`src/rtl/alu16_sequencer.sv`:
```
// alu16_sequencer: command-driven accumulator controller for a shared 16-bit add/sub/and/or ALU
// Ports:
//   clk, rst_n                     - clock, synchronous active-low reset
//   cmd_valid/cmd_ready/cmd_op/cmd_data - command port (LOAD/ADD/SUB/AND/OR/MUL/CLR)
//   rsp_valid/rsp_ready/rsp_data/rsp_zero/rsp_err - response port
//   alu_a/alu_b/alu_sel0/alu_sel1  - operands and select driven to the external ALU
//   alu_out                        - combinational ALU result
module alu16_sequencer (
  input  logic        clk,
  input  logic        rst_n,
  input  logic        cmd_valid,
  output logic        cmd_ready,
  input  logic [2:0]  cmd_op,
  input  logic [15:0] cmd_data,
  output logic        rsp_valid,
  input  logic        rsp_ready,
  output logic [15:0] rsp_data,
  output logic        rsp_zero,
  output logic        rsp_err,
  output logic [15:0] alu_a,
  output logic [15:0] alu_b,
  output logic        alu_sel0,
  output logic        alu_sel1,
  input  logic [15:0] alu_out
);
  localparam logic [1:0] IDLE = 2'd0, EXEC = 2'd1, MULS = 2'd2, RESP = 2'd3;
  logic [1:0]  state_q, state_d, sel_q, sel_d;
  logic [15:0] acc_q, acc_d, opnd_q, opnd_d, prod_q, prod_d, mcand_q, mcand_d, mplier_q, mplier_d;
  logic [3:0]  cnt_q, cnt_d;
  logic        err_q, err_d;
  always_comb begin
    state_d  = state_q;
    acc_d    = acc_q;
    sel_d    = sel_q;
    opnd_d   = opnd_q;
    prod_d   = prod_q;
    mcand_d  = mcand_q;
    mplier_d = mplier_q;
    cnt_d    = cnt_q;
    err_d    = err_q;
    case (state_q)
      IDLE: if (cmd_valid) begin
        // opcodes 001..100 map onto ALU selects 00..11
        sel_d  = cmd_op[1:0] - 2'd1;
        opnd_d = cmd_data;
        err_d  = cmd_op == 3'b111;
        case (cmd_op)
          3'b000: begin acc_d = cmd_data; state_d = RESP; end
          3'b110: begin acc_d = 16'h0000; state_d = RESP; end
          3'b111: state_d = RESP;
          3'b101: begin
            prod_d   = 16'h0000;
            mcand_d  = acc_q;
            mplier_d = cmd_data;
            cnt_d    = 4'd0;
            state_d  = MULS;
          end
          default: state_d = EXEC;
        endcase
      end
      EXEC: begin acc_d = alu_out; state_d = RESP; end
      MULS: begin
        prod_d   = mplier_q[0] ? alu_out : prod_q;
        mcand_d  = mcand_q << 1;
        mplier_d = mplier_q >> 1;
        cnt_d    = cnt_q + 4'd1;
        if (cnt_q == 4'hf) begin acc_d = prod_d; state_d = RESP; end
      end
      default: state_d = rsp_ready ? IDLE : RESP;
    endcase
  end
  always_ff @(posedge clk) begin
    if (!rst_n) begin
      state_q  <= IDLE;
      acc_q    <= 16'h0000;
      sel_q    <= 2'b00;
      opnd_q   <= 16'h0000;
      prod_q   <= 16'h0000;
      mcand_q  <= 16'h0000;
      mplier_q <= 16'h0000;
      cnt_q    <= 4'd0;
      err_q    <= 1'b0;
    end else begin
      state_q  <= state_d;
      acc_q    <= acc_d;
      sel_q    <= sel_d;
      opnd_q   <= opnd_d;
      prod_q   <= prod_d;
      mcand_q  <= mcand_d;
      mplier_q <= mplier_d;
      cnt_q    <= cnt_d;
      err_q    <= err_d;
    end
  end
  assign cmd_ready = (state_q == IDLE) && rst_n;
  assign rsp_valid = state_q == RESP;
  assign rsp_data  = acc_q;
  assign rsp_zero  = acc_q == 16'h0000;
  assign rsp_err   = rsp_valid && err_q;
  assign alu_a     = (state_q == MULS) ? prod_q : acc_q;
  assign alu_b     = (state_q == EXEC) ? opnd_q : (state_q == MULS) ? mcand_q : 16'h0000;
  assign {alu_sel1, alu_sel0} = (state_q == EXEC) ? sel_q : 2'b00;
endmodule

```
`config.mk`:
```
export PLATFORM = sky130hd
export DESIGN_NAME = alu16_sequencer
export DESIGN_NICKNAME = d
export VERILOG_FILES = /design/src/rtl/alu16_sequencer.sv
export SDC_FILE = /design/constraint.sdc
export NUM_CORES = 1
export LEC_CHECK = 0
export ABC_AREA = 0
export CAP_MARGIN = 20
export CORE_UTILIZATION = 40
export DETAILED_ROUTE_END_ITERATION = 12
export PLACE_DENSITY = 0.68
export SYNTH_ARGS = -nofsm -noshare
export SYNTH_HDL_FRONTEND = slang
export SYNTH_SLANG_ARGS = --single-unit
```
`constraint.sdc`:
```
create_clock -name clk -period 1.9 [get_ports clk]
set_input_delay 0.475 -clock clk [delete_from_list [all_inputs] [get_ports clk]]
set_output_delay 0.475 -clock clk [all_outputs]
set_load 0.03 [all_outputs]
```
==> flow_metrics.tcl <==
set metrics [dict create \
    status "finished, violations left" \
    violations "setup timing" \
    drc 0 \
    slew_headroom_pct 77.1 \
    ir_worst_vdd_v 0.000894 \
    hold_slack_ns 0.455 \
    cp.arrival_ns 1.65 \
    dp_cells 831 \
    n_antenna_cell 0 \
    clkLatencyLatePin_ns 0.35 \
    skew_ns 0.0110 \
    grt_overflow_total 0 \
    first_iter_violations 341 \
    cp-end-kind "output pin" \
    ios 93 \
    ys_seq_area_share_pct 38.4 \
    cap_violations 0 \
    required_ns 1.42 \
    start_kind "register" \
    ys_ff_latch 89 \
    clock-sinks 89 \
    clkSlewWorstSetupHoldPaths_ns 0.07 \
    root_buffer "clkbuf_16" \
    cts_made_buffers 9 \
    final-max-slew-violation-count 0 \
    rsz0062_at_grt "yes" \
    fp.dieArea_um2 12000 \
    globalplace.congestion 0.852 \
    antenna_left 0 \
    tns_ns -6.03 \
    vias 5252 \
    drive_above_1_share_pct 45.6 \
    ys_async_sr_fraction_pct 0 \
    initial_core_util_pct 41.9 \
    die_y_um 110 \
    place_hpwl_um 10300 \
    syn_area_um2 4650 \
    pre_cts_slack_ns -0.437 \
    h-tree-depth 3 \
    power_density_nw_per_um2 1460 \
    die_x_um 110 \
    setup_ws_ns -0.225 \
    grt_max_degree 37 \
    syn_inst 578 \
    fmax_mhz 471 \
    avgSynthCellArea_um2 8.04 \
    yosysWarnings 0 \
    cts_tree "built" \
    hold_class "register to register" \
    p_leak_nw 3.32 \
    drt-pass1-iter-count 5 \
    via_per_inst 5.80 \
    io_buffers 92 \
    grt_pass1_vias 5086 \
    cts.path.max_buffers 2 \
    syn-num-nets 626 \
    worstSetupPathType "register to output pin" \
    nets 808 \
    routedWlPerCell_um 20.7 \
    rows 38 \
    period_share_pct 112 \
    ctsHoldBuffers 0 \
    area.growth.synth_to_final_pct 77.2 \
    hold_violations 0 \
    coreArea_um2 11100 \
    grt_pass1_wl_um 27600 \
    worst-slew-pin-transition_ns 0.346 \
    track_usage_pct 30.7 \
    cp_max_fo 8 \
    stdcell_count 905 \
    period_needed_ns 2.12 \
    ys_types 41 \
    antenna_found_initial 0 \
    synth_edf_count 0 \
    wl_um 18800 \
    setup_violations 51 \
    synth_flop_cell "dfxtp_1" \
]
-- state kept, by name, indices dropped and copies added (netlist names) --
signal and count:
cnt_q 4, err_q 1, mcand_q 16, mplier_q 16, opnd_q 16, prod_q 16, rsp_data 16, sel_q 2
state_q 2
-- layer usage --
metal | track usage, % | routed length [µm] | part of all wire [%] | up-vias
li1 | - | - | - | 2424
met1 | 38.5 | 7540 | 40 | 2514
met2 | 52.2 | 9290 | 50 | 266
met3 | 4.09 | 1330 | 7.1 | 48
met4 | 13.7 | 609 | 3.2 | 0
met5 | 0 | 0 | 0 | -
-- cells by family (layout without fill, tap and decap cells) --
group,Yosys count,after routing,synth area share (%)
AND/OR/NAND/NOR,255,255,24.0
AO/OA/AOI/OAI,135,135,21.7
flip-flops,89,89,38.4
buffers and inverters,56,243,6.28
multiplexers,33,33,7.14
adder cells (fa/ha/maj),9,9,2.42
XOR/XNOR,1,1,0.189
-- repair_timing --
| action | 4_1_cts | 5_1_grt |
|---|---|---|
| setup endpoints to repair | 85 | 106 |
| pin swaps | 52 | 43 |
| setup buffers | 28 | 19 |
| cloned | 16 | 1 |
| resized for setup | 237 | 93 |
-- through the flow --
step | area [µm²] | power, mW | utilization (%)
floorplan | 4730 | 5.44 | -
finish | 8230 | 12.0 | 74.3
global placement | 6120 | 7.20 | 55.2
global route | 8230 | 12.5 | 74.3
detailed placement | 6120 | 7.30 | 55.2
CTS | 7830 | 11.1 | 70.7
-- final timing paths --
check,from,end,slack (ns),depth (start not counted)
max,state_q[1],alu_b[0],-0.22,7
min,err_q,err_q,0.45,2
max reg2reg,state_q[1],mcand_q[5],-0.11,11
min reg2reg,err_q,err_q,0.45,2
-- critical path, stage by stage (launching register included) --
cell	delay [ns]
dfxtp_2	0.35
buf_6	0.10
ha_4	0.15
buf_12	0.15
buf_12	0.17
nand2_2	0.11
o21ai_2	0.14
buf_6	0.14
-- cell type report --
cell class | count | area (µm²)
sequential | 89 | 1810
multi-input combinational | 433 | 3440
fill | 727 | 2850
timing repair buffer | 221 | 2470
inverter | 6 | 40.0
clock inverter | 5 | 53.8
tap | 140 | 175
clock buffer | 11 | 243
-- where the power goes --
group | leakage [nW] | total (mW) | internal [mW] | switching [mW]
Sequential | 0.730 | 2.86 | 2.31 | 0.554
Clock | 0.150 | 1.85 | 1.06 | 0.790
Combinational | 2.44 | 7.31 | 3.55 | 3.76
-- synth_stat cells (16+ instances only) --
master / count / area (µm²)
a22oi_1: 18 / 135
nand3_1: 19 / 95.1
o21ai_0: 32 / 160
a21oi_1: 25 / 125
a211oi_1: 19 / 143
nor2_1: 55 / 206
nand2_1: 131 / 492
dfxtp_1: 89 / 1780
nand2b_1: 16 / 100
mux2i_1: 32 / 320
clkbuf_1: 28 / 105
-- cell usage in the layout, fill, tap and decap left out, types with 24 or more instances in the layout --
| master | synthesis | layout |
|---|---|---|
| nand2_4 | 0 | 28 |
| mux2i_1 | 32 | 32 |
| nand2_2 | 0 | 24 |
| nand2_1 | 131 | 76 |
| buf_6 | 8 | 49 |
| clkdlybuf4s50_1 | 0 | 36 |
| a21oi_1 | 25 | 24 |
| nor2_4 | 0 | 25 |
| buf_4 | 2 | 83 |
| nor2_1 | 55 | 26 |
| dfxtp_1 | 89 | 78 |
No activity file was read; power rests on OpenSTA's default activity.
